### config.mk
export PLATFORM = sky130hd
export DESIGN_NAME = bcd_convert_seq_flat
export DESIGN_NICKNAME = d
export VERILOG_FILES = /design/src/rtl/bcd_convert_seq_if.sv /design/src/rtl/bcd_convert_seq.sv /design/src/flat_wrapper.sv
export SDC_FILE = /design/constraint.sdc
export NUM_CORES = 1
export LEC_CHECK = 0
export CORE_MARGIN = 1
export CORE_UTILIZATION = 45
export DETAILED_ROUTE_END_ITERATION = 10
export GPL_TIMING_DRIVEN = 0
export PLACE_DENSITY_LB_ADDON = 0.12
export SYNTH_ARGS = -nofsm -noshare
export SYNTH_HDL_FRONTEND = slang
export SYNTH_SLANG_ARGS = --single-unit
### constraint.sdc
create_clock -name sys_clk -period 2.5 [get_ports sys_clk]
set_input_delay 0.25 -clock sys_clk [delete_from_list [all_inputs] [get_ports sys_clk]]
set_output_delay 0.25 -clock sys_clk [all_outputs]
set_load 0.005 [all_outputs]
### src/rtl/bcd_convert_seq_if.sv
// Request/result bundle for bcd_convert_seq; bcd_ovf is present only when BCD_SAT_EN is defined.
interface bcd_convert_seq_if #(
  parameter int unsigned DATA_W  = 20,
  parameter int unsigned DIG_NUM = 6
);
  logic [DATA_W-1:0]    data_in;
  logic                 data_valid;
  logic                 busy;
  logic [4*DIG_NUM-1:0] bcd_out;
  logic                 bcd_valid;
`ifdef BCD_SAT_EN
  logic                 bcd_ovf;

  modport master (output data_in, data_valid, input busy, bcd_out, bcd_valid, bcd_ovf);
  modport slave  (input data_in, data_valid, output busy, bcd_out, bcd_valid, bcd_ovf);
`else
  modport master (output data_in, data_valid, input busy, bcd_out, bcd_valid);
  modport slave  (input data_in, data_valid, output busy, bcd_out, bcd_valid);
`endif
endinterface

### src/rtl/bcd_convert_seq.sv
// Sequential binary-to-BCD converter (double-dabble), one bit per clock.
// Optional saturation on overflow is enabled by defining BCD_SAT_EN.
module bcd_convert_seq #(
  parameter int unsigned DATA_W  = 20,
  parameter int unsigned DIG_NUM = 6
) (
  input logic               sys_clk,
  input logic               sys_rst,
  bcd_convert_seq_if.slave  bus
);

  localparam int unsigned NIB   = DIG_NUM + 1;
  localparam int unsigned BCD_W = 4 * NIB;
  localparam int unsigned OUT_W = 4 * DIG_NUM;
  localparam int unsigned CNT_W = (DATA_W > 1) ? $clog2(DATA_W) : 1;

  typedef enum logic [1:0] {IDLE, SHIFT, DONE} state_t;

  state_t             state, state_nxt;
  logic [DATA_W-1:0]  bin_sr, bin_nxt;
  logic [BCD_W-1:0]   bcd_sr, bcd_nxt, adj;
  logic [CNT_W-1:0]   cnt, cnt_nxt;
  logic [OUT_W-1:0]   out_q, out_nxt;
  logic               valid_q, valid_nxt;
  logic               busy_q, busy_nxt;
  logic               ovf_q, ovf_nxt;
  logic [BCD_W+DATA_W-1:0] shifted;

  // Register stage: FSM state, shift datapath and all outputs
  always_ff @(posedge sys_clk or posedge sys_rst) begin
    if (sys_rst) begin
      state   <= IDLE;
      bin_sr  <= '0;
      bcd_sr  <= '0;
      cnt     <= '0;
      out_q   <= '0;
      valid_q <= 1'b0;
      busy_q  <= 1'b0;
      ovf_q   <= 1'b0;
    end else begin
      state   <= state_nxt;
      bin_sr  <= bin_nxt;
      bcd_sr  <= bcd_nxt;
      cnt     <= cnt_nxt;
      out_q   <= out_nxt;
      valid_q <= valid_nxt;
      busy_q  <= busy_nxt;
      ovf_q   <= ovf_nxt;
    end
  end

  // Next-state and next-output logic
  always_comb begin
    state_nxt = state;
    bin_nxt   = bin_sr;
    bcd_nxt   = bcd_sr;
    cnt_nxt   = cnt;
    out_nxt   = out_q;
    valid_nxt = 1'b0;
    ovf_nxt   = ovf_q;
    adj       = bcd_sr;

    // Add-3 on every nibble >= 5 before the shift keeps each digit within 0..9
    for (int unsigned i = 0; i < NIB; i++) begin
      if (bcd_sr[4*i +: 4] >= 4'd5) adj[4*i +: 4] = bcd_sr[4*i +: 4] + 4'd3;
    end
    shifted = {adj, bin_sr} << 1;

    case (state)
      IDLE: begin
        if (bus.data_valid) begin
          bin_nxt   = bus.data_in;
          bcd_nxt   = '0;
          cnt_nxt   = '0;
          state_nxt = SHIFT;
        end
      end
      SHIFT: begin
        {bcd_nxt, bin_nxt} = shifted;
        cnt_nxt = cnt + CNT_W'(1);
        if (cnt == CNT_W'(DATA_W - 1)) begin
          valid_nxt = 1'b1;
          state_nxt = DONE;
`ifdef BCD_SAT_EN
          if (shifted[BCD_W+DATA_W-1 -: 4] != 4'd0) begin
            out_nxt = {DIG_NUM{4'h9}};
            ovf_nxt = 1'b1;
          end else begin
            out_nxt = shifted[DATA_W +: OUT_W];
            ovf_nxt = 1'b0;
          end
`else
          out_nxt = shifted[DATA_W +: OUT_W];
`endif
        end
      end
      DONE:    state_nxt = IDLE;
      default: state_nxt = IDLE;
    endcase

    busy_nxt = (state_nxt != IDLE);
  end

  assign bus.bcd_out   = out_q;
  assign bus.bcd_valid = valid_q;
  assign bus.busy      = busy_q;
`ifdef BCD_SAT_EN
  assign bus.bcd_ovf   = ovf_q;
`else
  logic unused_ovf;
  assign unused_ovf = ovf_q;
`endif

endmodule

### src/flat_wrapper.sv
// flat-port wrapper written by rule: the top's interface ports become plain ports
module bcd_convert_seq_flat 
#(
  parameter int unsigned DATA_W  = 20,
  parameter int unsigned DIG_NUM = 6
)
  (sys_clk, sys_rst, bus_data_in, bus_data_valid, bus_busy, bus_bcd_out, bus_bcd_valid);
  bcd_convert_seq_if #(.DATA_W(DATA_W), .DIG_NUM(DIG_NUM)) bus_i ();
  input logic sys_clk;
  input logic sys_rst;
  input wire logic [$bits(bus_i.data_in)-1:0] bus_data_in;
  input wire logic [$bits(bus_i.data_valid)-1:0] bus_data_valid;
  output wire logic [$bits(bus_i.busy)-1:0] bus_busy;
  output wire logic [$bits(bus_i.bcd_out)-1:0] bus_bcd_out;
  output wire logic [$bits(bus_i.bcd_valid)-1:0] bus_bcd_valid;
  assign bus_i.data_in = bus_data_in;
  assign bus_i.data_valid = bus_data_valid;
  assign bus_busy = bus_i.busy;
  assign bus_bcd_out = bus_i.bcd_out;
  assign bus_bcd_valid = bus_i.bcd_valid;
  bcd_convert_seq #(.DATA_W(DATA_W), .DIG_NUM(DIG_NUM)) u_core (.sys_clk(sys_clk), .sys_rst(sys_rst), .bus(bus_i));
endmodule
After elaboration in Yosys (flattened, before gate mapping):

Index checks and enable logic that the tools add are counted.

* reduce and logical (&&, ||, !) cells: 5
* $add $sub $neg: 8
* mux-type cells: 18
* eq/ne operators: 3
* order comparisons: 7

Operator list (number)
* $pmux 28 s2: 1
* $pmux 20 s2: 1
* $ge 4x3->1 const B: 7
* $mux 28: 1
* $add 4x2->4 const B: 6
* $mux 4: 6
* $mux 20: 1
* $pmux 5 s2: 1
* $add 5x1->5 const B: 1
* $eq 5x5->1 const B: 1
* $mux 5: 1
* $mux 2: 2
* $pmux 2 s2: 1
* $reduce_and 2->1: 2
* $reduce_bool 2->1: 2
* $add 3x2->3 const B: 1
* $mux 3: 1
* $eq 2x1->1 const B: 1
* $logic_not 2->1: 1
* $mux 1: 2
* $ne 2x2->1 const B: 1

* register bits: 81
* output and inout bits: 26
* word-level logic and storage cells: 48

Depth between registers and ports, before layout:

Gate-level depths: netlist of run 1.

* depth after elaboration: 4
* gate-level depth with buffers: 6
* mapped depth without buffers: 6

Worst setup path before layout of run 1:

No wires, ideal clock.

* kind: register to register
* start point: reg u_core.bcd_sr[16]
* end point: reg u_core.out_q[18] (netlist: u_core.bus.bcd_out[18])
* path slack: 1014 ps
* data required time: 2375 ps
* cell stages (with the launch flop): 7
* buffers on the path: 0
* arrival time: 1361 ps
* cell sequence: dfrtp_1 > inv_1 > ha_1 > nand2b_1 > a21oi_1 > mux2i_1 > mux2_4

* cells in the longest elaborated chain, start to end: 2
* elaborated cells between the ends (all ways): 3

Ends and longest elaborated chain
* start, declared: line bcd_convert_seq.sv:21 `logic [BCD_W-1:0] bcd_sr, bcd_nxt, adj;`
* start signal, assigned: line bcd_convert_seq.sv:43 `bcd_sr <= bcd_nxt;`
* $add 4x2->4 or $ge 4x3->1 (tied branches): line bcd_convert_seq.sv:65 `if (bcd_sr[4*i +: 4] >= 4'd5) adj[4*i +: 4] = bcd_sr[4*i +: 4] + 4'd3;`
* $mux 4 (*): line bcd_convert_seq.sv:65
* end signal, assigned: line bcd_convert_seq.sv:45 `out_q <= out_nxt;`
* end, declared: line bcd_convert_seq.sv:23 `logic [OUT_W-1:0] out_q, out_nxt;`

Every way passes the cells marked *; elsewhere a longest branch is shown, timed or not.
A chain may end at the register's enable or synchronous reset.

Worst setup path after layout of run 1:

* start point: reg u_core.bcd_sr[12]
* end point: reg u_core.out_q[14] (netlist: u_core.bus.bcd_out[14])

Same word-level chain as after synthesis.

==> impl_metrics.py, run 1 <==
metrics = {
    "status": {
        "status": "complete, no violations",
    },
    "power": {
        "pwr-share-seq": 0.366,
        "p_sw_frac": 0.364,
        "clkPwrFrac": 0.183,
        "ir_worst_vdd_mv": 0.521,
        "cellInternalPower_uw": 3820,
        "combPwrFrac": 0.451,
        "p_switching_uw": 2190,
        "p_per_area_mw_per_mm2": 1350,
        "power.leakage_uw": 0.00195,
    },
    "floorplan": {
        "die-width_um": 91.3,
        "initial_core_util": 0.465,
        "die-area_mm2": 0.00834,
        "ios": 49,
        "rows": 32,
        "core_area_mm2": 0.00773,
        "die_y_um": 91.3,
    },
    "synthesis": {
        "synth_flop_cell": "dfrtp_1",
        "syn_area_per_cell_um2": 10.6,
        "ys_types": 33,
        "syn_inst": 339,
        "synth_nets": 375,
        "yosys.area.top_type": "dfrtp_1",
        "synth-seq-area-share": 0.536,
        "yosys_register_bits": 77,
        "synth_top_area_frac": 0.536,
        "synth_edf_count": 0,
        "ys.warnings.count": 0,
        "synth-async-reset-ratio": 1.00,
        "synth.area.top_cells": "dfrtp_1, mux2i_1, nand2_1",
        "synth.cell_area_mm2": 0.00359,
    },
    "timing": {
        "max_slew_margin": 0.622,
        "slew_violations": 0,
        "finClkSkew_ns": 0.00814,
        "grt_setup_unrepaired": "no",
        "holdWs_ns": 0.203,
        "worst_pin_slew_ns": 0.568,
        "clock.fmax_mhz": 596,
        "period_share": 0.671,
        "setup_viol": 0,
        "final-hold-violation-count": 0,
        "finalCriticalPeriod_ns": 1.68,
    },
    "global_route": {
        "grt_pass1_vias": 2566,
        "grt_pass1_wl_um": 12500,
        "grt-ovfl-total": 0,
        "antenna_found_initial": 0,
        "grt_usage": 0.192,
        "grt_max_degree": 61,
    },
    "detailed_routing": {
        "via_per_inst": 5.22,
        "drc": 0,
        "routedWlPerCell_um": 14.4,
        "drt-initial-drc-count": 101,
        "ant_nets": 0,
        "wl_um": 7270,
        "vias": 2637,
        "drtPass1Iterations": 4,
    },
    "clock_network": {
        "cts_setup_buffers": 0,
        "postCtsHoldBufs": 0,
        "cts_buffers": 9,
        "clockBufferDepth": 2,
        "cts_resized": 0,
        "clock-sinks": 77,
        "htree_levels": 3,
        "tritoncts": "yes",
        "clk_pin_slew_ns": 0.08,
        "clk_latency_ns": 0.34,
        "cts_root_buf": "clkbuf_8",
    },
    "worst_setup_path": {
        "reg2reg_depth": 6,
        "critPathCaptureType": "register",
        "crit_type": "register to register",
        "cp.arrival_ns": 1.96,
        "start_kind": "register",
        "crit_path_max_fanout": 5,
        "regToRegSetupSlack_ns": 0.82,
        "r2r_start": "u_core.bcd_sr[12]",
        "crit_required_ns": 2.79,
        "rr_endpoint": "u_core.bus.bcd_out[14]",
    },
    "finish": {
        "nets": 435,
        "final_cell_mix": "dfrtp_1, nand2_1, clkdlybuf4s50_1",
        "fill_cells": 702,
        "final_util": 0.577,
        "final_common_cell": "dfrtp_1",
        "num_antenna_cells": 0,
        "area_growth_pct": 24.1,
        "drive_gt1_frac": 0.0968,
    },
    "placement": {
        "numPortBuffers": 48,
        "routabilityCongestion": 0.791,
        "dp_hpwl_um": 4990,
    },
    "hold_path": {
        "min_path_type": "primary input to asynchronous set/reset pin",
    },
    "job": {
        "maxCapViolCount": 0,
    },
}
==> critical path: stages (launching register included) <==
cell	delay, ns
dfrtp_1	0.40
inv_1	0.11
ha_1	0.25
nand2b_1	0.09
a21oi_1	0.28
mux2i_1	0.30
mux2_4	0.18
==> layer usage <==
metal / vias to the layer above / wire (um) / GRT usage
met5: - / 0 / 0
met4: 0 / 154 / 0.0833
met3: 13 / 244 / 0.0360
met2: 45 / 3330 / 0.307
met1: 1271 / 3540 / 0.256
li1: 1308 / - / -
==> sequential cells by signal, indices dropped and copies added, names as in the netlist <==
signal                flops
u_core.bcd_sr            24
u_core.bus.bcd_out       24
u_core.bin_sr            20
u_core.cnt                5
u_core.state              2
u_core.bus.bcd_valid      1
u_core.bus.busy           1
==> synth_stat cells (2+ instances only) <==
cell and n:
o22ai_1 11, ha_1 13, dfrtp_1 77, buf_4 2, clkbuf_1 3, o21ai_0 26, inv_1 15, nor3b_1 11
nand3_1 8, buf_2 7, nand2b_1 8, nand2_1 48, mux2i_1 24, mux2_4 6, xnor2_1 6, nand4_1 2
nor3_1 6, buf_6 2, o21ai_1 27, a22o_1 7, a21oi_1 18
==> stage by stage <==
stage / cells / setup slack, ns / total power (uW) / setup TNS [ns] / cell area, um^2
after global placement: 489 / -1.02 / 4870 / -77.87 / 4200
after global routing: 505 / 0.663 / 6500 / 0 / 4460
after detailed placement: 490 / 0.588 / 4960 / 0 / 4230
final: 505 / 0.823 / 6000 / 0 / 4460
after floorplan: 339 / 0.283 / 4060 / 0 / 3590
after CTS: 505 / 0.817 / 6070 / 0 / 4460
==> logic make-up after synthesis <==
group	Yosys count	share of synthesized area
xor+xnor	6	0.0146
flops	77	0.536
buf+inv	32	0.0428
simple gates	89	0.126
compound gates	92	0.143
mux	30	0.0920
fa+ha+maj	13	0.0453
==> power by group through the flow <==
| stage | sequential (uW) | clock, uW | combinational, uW |
|---|---|---|---|
| after floorplan | 2150 | 0 | 1920 |
| after global placement | 2200 | 0 | 2670 |
| after detailed placement | 2220 | 0 | 2750 |
| after CTS | 2200 | 1120 | 2750 |
| after global routing | 2280 | 1170 | 3050 |
| final | 2200 | 1100 | 2710 |
==> layout make-up <==
cell class / instances / area (um^2) / area share
tap: 102 / 128 / 0.0286
clock buffer: 10 / 128 / 0.0286
sequential: 77 / 1930 / 0.432
timing repair buffer: 49 / 508 / 0.114
multi-input combinational: 230 / 1510 / 0.339
clock inverter: 5 / 100 / 0.0225
inverter: 17 / 68.8 / 0.0154
buffer: 15 / 87.6 / 0.0196
==> worst max path at each step <==
stage / start / end / slack (ns)
6_report: u_core.bcd_sr[12] / u_core.bus.bcd_out[14] / 0.82
5_1_grt: u_core.bcd_sr[8] / u_core.bus.bcd_out[10] / 0.66
4_1_cts: u_core.bcd_sr[12] / u_core.bus.bcd_out[14] / 0.82
3_5_place_dp: bus_data_valid / u_core.cnt[2] / 0.59
3_3_place_gp: sys_rst / u_core.bus.busy / -1.02
2_1_floorplan: sys_rst / u_core.bcd_sr[0] / 0.28
No activity file was read; power rests on OpenSTA's default activity.
==> inputs of run 2 (changes only) <==
- clock period: 2.5 -> 1.35 ns (I/O delays scaled with it)
==> impl_metrics.py, run 2 (synthesis gave the netlist of run 1 again) <==
metrics = {
    "worst_setup_path": {
        "regToRegSetupSlack_ns": -0.14,
        "crit_type": "register to register",
        "critPathCaptureType": "register",
        "reg2reg_depth": 6,
        "startpoint": "u_core.bcd_sr[9]",
        "crit_path_max_fanout": 4,
        "r2r_start": "u_core.bcd_sr[9]",
        "cp.arrival_ns": 1.78,
        "crit_required_ns": 1.64,
        "critPathCapture": "u_core.bus.bcd_out[10]",
        "start_kind": "register",
        "rr_endpoint": "u_core.bus.bcd_out[10]",
    },
    "timing": {
        "holdWs_ns": 0.127,
        "fin_tns_setup_ns": -1.28,
        "slew_violations": 0,
        "max_slew_margin": 0.719,
        "setup_viol": 16,
        "final-hold-violation-count": 0,
        "fin_ws_ns": -0.138,
        "finClkSkew_ns": 0.0144,
        "finalCriticalPeriod_ns": 1.49,
        "period_share": 1.10,
        "clock.fmax_mhz": 672,
        "worst_pin_slew_ns": 0.421,
        "grt_setup_unrepaired": "yes",
    },
    "clock_network": {
        "htree_levels": 3,
        "clockBufferDepth": 2,
        "postCtsHoldBufs": 0,
        "cts_buffers": 9,
        "cts_root_buf": "clkbuf_8",
        "clk_pin_slew_ns": 0.09,
        "clock-sinks": 77,
        "clk_latency_ns": 0.35,
        "tritoncts": "yes",
    },
    "detailed_routing": {
        "ant_nets": 0,
        "via_per_inst": 5.25,
        "drc": 0,
        "vias": 2925,
        "drtPass1Iterations": 4,
        "routedWlPerCell_um": 16.0,
        "wl_um": 8900,
        "drt-initial-drc-count": 129,
    },
    "placement": {
        "dp_hpwl_um": 5230,
        "routabilityCongestion": 0.807,
        "dp_cells": 491,
        "dpl-instance-area_mm2": 0.00432,
        "numPortBuffers": 48,
    },
    "power": {
        "clkPwrFrac": 0.128,
        "ir_worst_vdd_mv": 1.21,
        "combPwrFrac": 0.556,
        "cellInternalPower_uw": 8350,
        "power.leakage_uw": 0.00248,
        "p_switching_uw": 5170,
        "p_sw_frac": 0.382,
        "pwr-share-seq": 0.315,
        "fin_total_pwr_uw": 13500,
        "p_per_area_mw_per_mm2": 2540,
    },
    "floorplan": {
        "die-width_um": 91.3,
        "initial_core_util": 0.465,
        "core_area_mm2": 0.00773,
        "rows": 32,
        "ios": 49,
        "die-area_mm2": 0.00834,
        "die_y_um": 91.3,
    },
    "finish": {
        "area_growth_pct": 48.1,
        "nets": 486,
        "num_antenna_cells": 0,
        "drive_gt1_frac": 0.347,
        "stdcell_area_mm2": 0.00532,
        "final_common_cell": "dfrtp_1",
        "finalNonFillerCells": 557,
        "final_cell_mix": "dfrtp_1, buf_4, nand2_1",
    },
    "global_route": {
        "antenna_found_initial": 0,
        "grt_max_degree": 38,
        "grt-ovfl-total": 0,
        "grt_pass1_wl_um": 13900,
        "grt_pass1_vias": 2892,
        "grt_usage": 0.213,
    },
    "status": {
        "status": "complete, but fails checks",
        "violations": "setup timing",
    },
    "job": {
        "maxCapViolCount": 0,
    },
    "hold_path": {
        "min_path_type": "primary input to asynchronous set/reset pin",
    },
}
[run 2: power by group through the flow]
stage	Combinational, uW	Clock [uW]	Sequential, uW
final	7530	1730	4270
after global routing	8160	1860	4390
after CTS	6370	1760	4170
after detailed placement	5330	0	4160
after global placement	5140	0	4110
after floorplan	3750	0	4010
[run 2: stage by stage]
step                setup WS (ns)   util
finish                     -0.138  0.689
global route               -0.191  0.689
CTS                        -0.125  0.638
detailed placement         -0.436  0.560
global placement           -0.599  0.554
floorplan                 -0.0271      -
[run 2: final cells by class]
cell class                      count  area (um^2)
Buffer                             14          151
Clock buffer                       11          141
Fill cell                         582         2410
Tap cell                          102          128
Clock inverter                      5         50.0
Inverter                           17         80.1
Sequential cell                    77         1930
Multi-Input combinational cell    231         1920
Timing Repair Buffer              100          925
[run 2: what timing repair did]
item / 4_1_cts / 5_1_grt
buffers inserted: 30 / 19
endpoints found under the setup margin: 83 / 74
pin swaps: 21 / 19
gates cloned: 0 / 2
gates resized for setup: 68 / 66
[run 2: worst max-delay path: stages, from the launching register on]
cell,delay [ns]
dfrtp_1,0.39
inv_2,0.10
ha_4,0.16
nand2b_4,0.14
a21oi_4,0.16
mux2i_2,0.29
mux2_4,0.19
[run 2: layer usage]
metal / global-route usage / part of all wire / up-vias
li1: - / - / 1418
met1: 0.274 / 0.44 / 1430
met2: 0.359 / 0.52 / 63
met3: 0.0494 / 0.029 / 14
met4: 0.0648 / 0.015 / 0
met5: 0 / 0 / -
[run 2: worst min path at each step]
stage	startpoint	endpoint	slack, ns	cells past startpoint
2_1_floorplan	bus_data_in[0]	u_core.bin_sr[0]	0.28	2
3_3_place_gp	u_core.bin_sr[15]	u_core.bin_sr[15]	0.47	2
3_5_place_dp	u_core.bin_sr[8]	u_core.bin_sr[8]	0.47	2
4_1_cts	sys_rst	u_core.bus.bcd_out[3]	0.14	2
5_1_grt	sys_rst	u_core.bus.bcd_out[1]	0.15	2
6_report	sys_rst	u_core.bus.bcd_out[3]	0.13	2
==> inputs of run 3 (changes only) <==
--- a/config.mk
+++ b/config.mk
@@ -7,2 +7,3 @@
 export LEC_CHECK = 0
+export CAP_MARGIN = 20
 export CORE_MARGIN = 1
@@ -15 +16,2 @@
 export SYNTH_SLANG_ARGS = --single-unit
+export TNS_END_PERCENT = 1
==> constraint.sdc (replaced) <==
create_clock -name sys_clk -period 1.35 [get_ports sys_clk]
set_input_delay 0.27 -clock sys_clk [delete_from_list [all_inputs] [get_ports sys_clk]]
set_output_delay 0.27 -clock sys_clk [all_outputs]
set_load 0.005 [all_outputs]
==> impl_metrics.py, run 3 (synthesis gave the netlist of run 1 again) <==
metrics = {
    "status": {
        "status": "complete, but fails checks",
        "violations": "setup timing",
    },
    "job": {
        "maxCapViolCount": 0,
    },
    "floorplan": {
        "rows": 32,
        "die_y_um": 91.3,
        "initial_core_util": 0.465,
        "ios": 49,
        "die-area_mm2": 0.00834,
        "die-width_um": 91.3,
        "core_area_mm2": 0.00773,
    },
    "worst_setup_path": {
        "crit_type": "register to register",
        "crit_required_ns": 1.65,
        "critical-path-top-delay-family": "multiplexers",
        "crit_chain": "inv_2 -> ha_4 -> nand2b_4 -> a21oi_4 -> mux2i_2 -> mux2_4",
        "start_kind": "register",
        "critPathCaptureType": "register",
        "cp.buffers_inverters": 1,
        "cpMaxStageDelayCell": "dfrtp_1",
        "slowest_delay_ns": 0.40,
        "crit_path_max_fanout": 3,
        "cp.arrival_ns": 1.75,
    },
    "clock_network": {
        "clock-sinks": 77,
        "clk_pin_slew_ns": 0.08,
        "cts_root_buf": "clkbuf_8",
        "clockBufferDepth": 2,
        "tritoncts": "yes",
        "cts_buffers": 9,
        "clk_latency_ns": 0.35,
        "htree_levels": 3,
        "postCtsHoldBufs": 0,
    },
    "timing": {
        "worst_pin_slew_ns": 0.477,
        "grt_setup_unrepaired": "yes",
        "max_slew_margin": 0.681,
        "fin_ws_ns": -0.105,
        "final-hold-violation-count": 0,
        "period_share": 1.08,
        "finalCriticalPeriod_ns": 1.45,
        "setup_viol": 30,
        "slew_violations": 0,
        "fin_tns_setup_ns": -1.14,
        "finClkSkew_ns": 0.00902,
        "clock.fmax_mhz": 687,
        "holdWs_ns": 0.286,
    },
    "global_route": {
        "grt-ovfl-total": 0,
        "antenna_found_initial": 0,
        "grt_max_degree": 34,
        "grt_pass1_vias": 2627,
        "grt_usage": 0.199,
        "grt_pass1_wl_um": 12700,
    },
    "finish": {
        "area_growth_pct": 33.5,
        "final_cell_mix": "dfrtp_1, nand2_1, o21ai_1",
        "stdcell_area_mm2": 0.00480,
        "num_antenna_cells": 0,
        "final_common_cell": "dfrtp_1",
        "fill_cells": 645,
        "nets": 451,
        "drive_gt1_frac": 0.257,
    },
    "detailed_routing": {
        "vias": 2726,
        "ant_nets": 0,
        "routedWlPerCell_um": 15.0,
        "wl_um": 7780,
        "drt-initial-drc-count": 125,
        "drc": 0,
        "drtPass1Iterations": 4,
        "via_per_inst": 5.25,
    },
    "placement": {
        "numPortBuffers": 48,
        "routabilityCongestion": 0.785,
        "dp_hpwl_um": 5050,
        "pre_cts_slack_ns": -0.615,
        "dpl-instance-area_mm2": 0.00424,
    },
    "power": {
        "p_per_area_mw_per_mm2": 2490,
        "power.leakage_uw": 0.00211,
        "ir_worst_vdd_mv": 1.24,
        "fin_total_pwr_uw": 11900,
    },
    "hold_path": {
        "min_path_type": "primary input to asynchronous set/reset pin",
    },
}
-- run 3: cell count changes in the layout (fill, tap and decap cells not counted), sizes merged --
cell / before / now
clkbuf: 13 / 11
clkinv: 5 / 4
dlygate4sd2: 14 / 26
clkdlybuf4s50: 24 / 22
buf: 64 / 31
dlymetal6s2s: 10 / 0
o21bai: 2 / 1
bufinv: 1 / 0
-- run 3: report_power, final --
part	switching, uW	internal, uW	total [uW]
logic	2980	3260	6230
registers	848	3360	4210
clock network	804	678	1480
total	4630	7290	11900
-- run 3: layout make-up --
| type | instances | area, um^2 | share of cell area |
|---|---|---|---|
| Clock buffer | 10 | 138 | 0.0287 |
| Buffer | 15 | 130 | 0.0271 |
| Multi-Input combinational cell | 230 | 1780 | 0.370 |
| Inverter | 17 | 80.1 | 0.0167 |
| Tap cell | 102 | 128 | 0.0266 |
| Timing Repair Buffer | 65 | 601 | 0.125 |
| Sequential cell | 77 | 1930 | 0.402 |
| Clock inverter | 3 | 15.0 | 0.00313 |
-- run 3: stage by stage --
step           utilization  cells
2_1_floorplan            -    339
3_3_place_gp         0.544    489
3_5_place_dp         0.549    491
4_1_cts              0.580    508
5_1_grt              0.621    519
6_report             0.621    519
-- run 3: timing repair --
item / CTS / global route
endpoints found under the setup margin: 97 / 73
gates resized for setup: 58 / 62
pin swaps: 8 / 19
setup buffers: 4 / 11
-- run 3: worst paths after layout --
kind,startpoint,to,slack (ns),cells after the start
worst min register to register,u_core.bin_sr[15],u_core.bin_sr[15],0.49,2
max in group asynchronous,sys_rst,u_core.bus.bcd_out[23],0.34,4
worst max register to register,u_core.bcd_sr[20],u_core.bus.bcd_out[22],-0.10,6
min in group sys_clk,bus_data_in[0],u_core.bin_sr[0],0.47,3
worst min-delay path,sys_rst,u_core.bus.bcd_out[2],0.29,2
worst max-delay path,u_core.bcd_sr[20],u_core.bus.bcd_out[22],-0.10,6
-- run 3: per-layer routing --
| layer | share of wire | global-route usage | vias up |
|---|---|---|---|
| met5 | 0 | 0 | - |
| met4 | 0.019 | 0.102 | 0 |
| met3 | 0.027 | 0.0318 | 12 |
| met2 | 0.49 | 0.313 | 50 |
| met1 | 0.47 | 0.268 | 1330 |
| li1 | - | - | 1334 |
